==> src/rtl/exec_mask_scan.sv <==
// exec_mask_scan: walks a LANES-bit exec mask and emits the index of each set
// lane, lowest first, one per out_valid/out_ready handshake. On completion it
// pulses done_valid with the active-lane count and whether the mask was a
// contiguous thermometer mask (bits 0..k set, reported as done_len = k).
//
// Ports:
//   clk, rst (async active-low), flush (sync abort of the mask in flight)
//   in_valid / in_ready / in_mask           : mask input handshake
//   out_valid / out_ready / out_lane / out_last : per-lane output handshake
//   done_valid / done_count / done_thermo / done_len : scan summary pulse
module exec_mask_scan #(
  parameter int unsigned LANES = 64,
  parameter int unsigned IDX_W = 6
) (
  input  logic               clk,
  input  logic               rst,
  input  logic               flush,
  input  logic               in_valid,
  output logic               in_ready,
  input  logic [LANES-1:0]   in_mask,
  output logic               out_valid,
  input  logic               out_ready,
  output logic [IDX_W-1:0]   out_lane,
  output logic               out_last,
  output logic               done_valid,
  output logic [IDX_W:0]     done_count,
  output logic               done_thermo,
  output logic [IDX_W-1:0]   done_len
);

  typedef enum logic [1:0] {
    IDLE,
    SCAN,
    DONE
  } state_t;

  state_t             state_q, state_d;
  logic [LANES-1:0]   pending_q;
  logic [IDX_W:0]     count_q;
  logic               thermo_q;
  logic [IDX_W-1:0]   len_q;

  logic [IDX_W-1:0]   low_idx;
  logic               low_found;
  logic [LANES-1:0]   pending_clr;
  logic               is_last;
  logic [LANES-1:0]   mask_inc;
  logic               in_thermo;
  logic [IDX_W-1:0]   in_hi_idx;
  logic [IDX_W-1:0]   in_len;
  logic               lane_hs;

  // Lowest set bit of the pending mask.
  always_comb begin
    low_idx   = '0;
    low_found = 1'b0;
    for (int unsigned i = 0; i < LANES; i++) begin
      if (!low_found && pending_q[i]) begin
        low_idx   = IDX_W'(i);
        low_found = 1'b1;
      end
    end
  end

  // Highest set bit of the incoming mask. For a thermometer mask this equals
  // popcount-1, so it stands in for the popcount without a 7-bit adder tree.
  always_comb begin
    in_hi_idx = '0;
    for (int unsigned i = 0; i < LANES; i++) begin
      if (in_mask[i]) begin
        in_hi_idx = IDX_W'(i);
      end
    end
  end

  assign pending_clr = pending_q & (pending_q - LANES'(1));
  assign is_last     = (pending_clr == '0);
  // Carry out of the add is discarded, so all-ones is treated as thermometer.
  assign mask_inc    = in_mask + LANES'(1);
  assign in_thermo   = (in_mask != '0) && ((in_mask & mask_inc) == '0);
  assign in_len      = in_thermo ? in_hi_idx : '0;
  assign lane_hs     = (state_q == SCAN) && out_ready;

  always_comb begin
    state_d = state_q;
    case (state_q)
      IDLE: begin
        if (in_valid) begin
          state_d = (in_mask != '0) ? SCAN : DONE;
        end
      end
      SCAN: begin
        if (out_ready && is_last) begin
          state_d = DONE;
        end
      end
      DONE:    state_d = IDLE;
      default: state_d = IDLE;
    endcase
    if (flush) begin
      state_d = IDLE;
    end
  end

  always_ff @(posedge clk or negedge rst) begin
    if (!rst) begin
      state_q   <= IDLE;
      pending_q <= '0;
      count_q   <= '0;
      thermo_q  <= 1'b0;
      len_q     <= '0;
    end else begin
      state_q <= state_d;
      if (flush) begin
        pending_q <= '0;
      end else if (state_q == IDLE && in_valid) begin
        pending_q <= in_mask;
        count_q   <= '0;
        thermo_q  <= in_thermo;
        len_q     <= in_len;
      end else if (lane_hs) begin
        pending_q <= pending_clr;
        count_q   <= count_q + (IDX_W+1)'(1);
      end
    end
  end

  assign in_ready    = (state_q == IDLE);
  assign out_valid   = (state_q == SCAN);
  assign out_lane    = low_idx;
  assign out_last    = (state_q == SCAN) && is_last;
  assign done_valid  = (state_q == DONE);
  assign done_count  = count_q;
  assign done_thermo = thermo_q;
  assign done_len    = len_q;

endmodule

==> config.mk <==
export PLATFORM = sky130hd
export DESIGN_NAME = exec_mask_scan
export DESIGN_NICKNAME = d
export VERILOG_FILES = /design/src/rtl/exec_mask_scan.sv
export SDC_FILE = /design/constraint.sdc
export NUM_CORES = 1
export LEC_CHECK = 0
export CORE_UTILIZATION = 56
export CTS_CLUSTER_DIAMETER = 120
export CTS_CLUSTER_SIZE = 30
export DETAILED_ROUTE_END_ITERATION = 8
export MAX_ROUTING_LAYER = met4
export PLACE_DENSITY = 0.79
export SYNTH_ARGS = -nofsm -noshare
export SYNTH_HDL_FRONTEND = slang
export SYNTH_SLANG_ARGS = --single-unit
==> constraint.sdc <==
create_clock -name clk -period 6.55 [get_ports clk]
set_clock_uncertainty 0.15 [all_clocks]
set_input_delay 1.965 -clock clk [delete_from_list [all_inputs] [get_ports clk]]
set_output_delay 1.965 -clock clk [all_outputs]
set_load 0.1 [all_outputs]
==> out/results.ini, run 1 <==
[pwr]
p_leak_nw=2.92
power.density_nw_per_um2=224
totalPowerFinal_w=0.00173
ir_drop_uv=277

[clock_tree]
cts_tree=yes
cts_root_buf=clkbuf_16
insertion_delay_ns=0.35
cts_sinks=80
cts_max_level=3
post-cts-setup-buffers=0
cts_buffer_depth=2
numCtsBuffers=9
path_clk_slew_ns=0.06

[outcome]
outcome=finished, final reports clean

[logic_synthesis]
synth_top_family_by_area=compound AO/OA/AOI/OAI gates
synthAdderAreaFrac_pct=0.504
synthSimpleGateAreaFrac_pct=30.5
muxShareOfSynthArea_pct=0
async_reset_ff_share_pct=100
synthFlopType=dfrtp_1
seq_area_frac_synth_pct=31.0
postSynthAreaPerCell_um2=7.35
syn_nets=947
syn_area_um2=6450
synth_warnings=0
synth_xor_area_share_pct=0.543
synth-compound-area-share_pct=32.1
synth_edf_count=0
synthDistinctLibCells=70
ys_ff_latch=80
syn_inst=877

[worst_setup_path]
slowest_delay_ns=0.61
cp_slowest_cell=or4_1
worstPathArrival_ns=4.29
required_ns=4.43
ff2ff_setup_slack_ns=2.47
critPathLaunchType=flop
critPathCaptureType=output pin
cp_max_fo=11
reg2reg_from=pending_q[22]
path_cells=or4_1 -> or3_4 -> or3_4 -> o21a_1 -> nor4bb_1 -> nand4_1 -> nor4b_4 -> nand3_2 -> nor4b_4 -> buf_12
reg2regPathDepth=9
worst_r2r_endpoint=state_q[0]
path_class=reg -> out

[floorplan]
start_util_pct=58.5
dieArea_um2=11900
die_y_um=109
die_x_um=109
top_level_ports=93
rows=38
core-area_um2=11000

[routing]
dr.pass1.iters=6
drt_iter0_markers=1179
routed_wl_um=24600
via_count=7804
drc=0
ant_nets=0
via_per_inst=7.21
wl_per_cell_um=22.7

[global_route]
grt_pass1_vias=7002
grt_max_degree=81
antenna_found_initial=0
track_usage_pct=43.1
grt_pass1_wl_um=37600
grt_overflow=0

[timing]
tns_ns=0
timing_hold_violations_final=0
fin_crit_sh_pct=97.7
tightest_slew_ns=1.03
slew_headroom_pct=31.3
maxSlewViolCount=0
fmax_mhz=156
whs_ns=0.370
final.min_clock_period_ns=6.40
setup_viol=0

[finish]
fin_util_pct=70.2
antenna_cells=0
synthToLayoutAreaGrowth_pct=20.1
drive_above_1_share_pct=6.57
final_area_um2=7740
fin_nets=1010

[run]
drv_cap=0

[worst_hold_path]
whs_path_depth=2
min_path_type=reg -> reg
min_to=done_len[0]
worstHoldStart=done_len[0]

[place]
gp_congestion=1.06
dpl-instance-area_um2=7440
portBuffers=92
dpl.hpwl_um=17800

-- Yosys cell counts, types with 9 or more instances --
library cell    n  share of area, %
a22oi_1        18               2.1
o311ai_0       15               2.0
nand2_1        98               5.7
o31a_1          9               1.2
o21ai_0        56               4.3
o2111ai_1       9               1.2
inv_1          34               2.0
dfrtp_1        80                31
nor4_1         29               2.8
o31ai_1        10               1.2
a21oi_1        97               7.5
nand3_1        30               2.3
clkbuf_1       49               2.9
nor3_1         27               2.1
nand4_1        20               1.9
a31oi_1        10              0.97
or4_1          21               2.4
nor2_1        108               6.3
o211ai_1       32               3.7
-- layout make-up --
class	count	area, µm²
multi-input combinational	710	4130
fill	922	3290
sequential	80	2000
timing repair buffer	105	1020
clock buffer	11	243
tap	140	175
inverter	34	128
clock inverter	3	43.8
-- report_power, final --
group / switching (W) / internal (W)
Clock: 0.000203 / 0.000302
Sequential: 0.0000572 / 0.000527
Combinational: 0.000444 / 0.000202
-- logic make-up (layout without fill, tap and decap cells) --
family	after synthesis	in the layout
simple gates	386	386
compound gates	317	317
buf+inv	87	153
flops	80	80
xor+xnor	4	4
fa+ha+maj	3	3
-- routing by layer --
layer,vias to the layer above,routed length [µm],part of all wire [%],global-route usage (%)
met4,0,998,4.1,16.7
met1,3635,9860,40,58.7
met2,609,10800,44,63.4
li1,3470,-,-,-
met5,-,0,0,-
met3,90,2880,12,8.06
-- flip-flops by register name, summed over array words and instances, names as in the netlist --
| name | flops |
|---|---|
| pending_q | 64 |
| done_len | 6 |
| done_thermo | 1 |
| state_q | 2 |
| done_count | 7 |
-- how the worst max path moves through the flow --
stage                  startpoint        to  slack, ns
floorplan           pending_q[15]  out_last       0.36
finish              pending_q[22]  out_last       0.15
detailed placement  pending_q[15]  out_last       0.55
global route         pending_q[2]  out_last      -0.04
CTS                  pending_q[2]  out_last       0.10
global placement    pending_q[15]  out_last       0.63
-- worst max-delay path: cells and delay by family, from the launching register on --
| kind | cells | cell delay [ns] |
|---|---|---|
| and+or+nand+nor | 8 | 3.07 |
| DFF | 1 | 0.44 |
| buffers and inverters | 1 | 0.22 |
| AOI/OAI and AO/OA | 1 | 0.20 |
-- what timing repair did --
item                                   CTS  global route
setup endpoints to repair                0             1
endpoints found under the hold margin    0             0
gates resized for setup                  0             4
hold buffers                             0             0
-- metrics by stage --
stage	setup WS [ns]	std cells
6_report	0.149	1083
5_1_grt	-0.0401	1083
3_3_place_gp	0.635	1069
2_1_floorplan	0.364	877
4_1_cts	0.103	1083
3_5_place_dp	0.551	1069
-- layout by cell type, fill, tap and decap left out, drive strengths merged, types with 8 or more instances in the layout --
cell type / count
nand4: 21
a22oi: 18
inv: 34
or4: 21
clkbuf: 11
o21ai: 56
a31oi: 10
buf: 22
o31ai: 10
o311ai: 15
nor4: 32
o211ai: 32
or3: 11
nand3: 32
o31a: 9
o2111ai: 9
nand2: 98
nor3: 28
clkdlybuf4s50: 83
dfrtp: 80
nor2b: 8
o21bai: 8
nor2: 109
a21oi: 97
Power figures use the tool's default switching activity.
==> run 2: changes to the inputs <==
CTS_CLUSTER_DIAMETER = 60   (was 120)
==> results of run 2 <==
The final DEF is identical to that of run 1; final timing and power are the same.
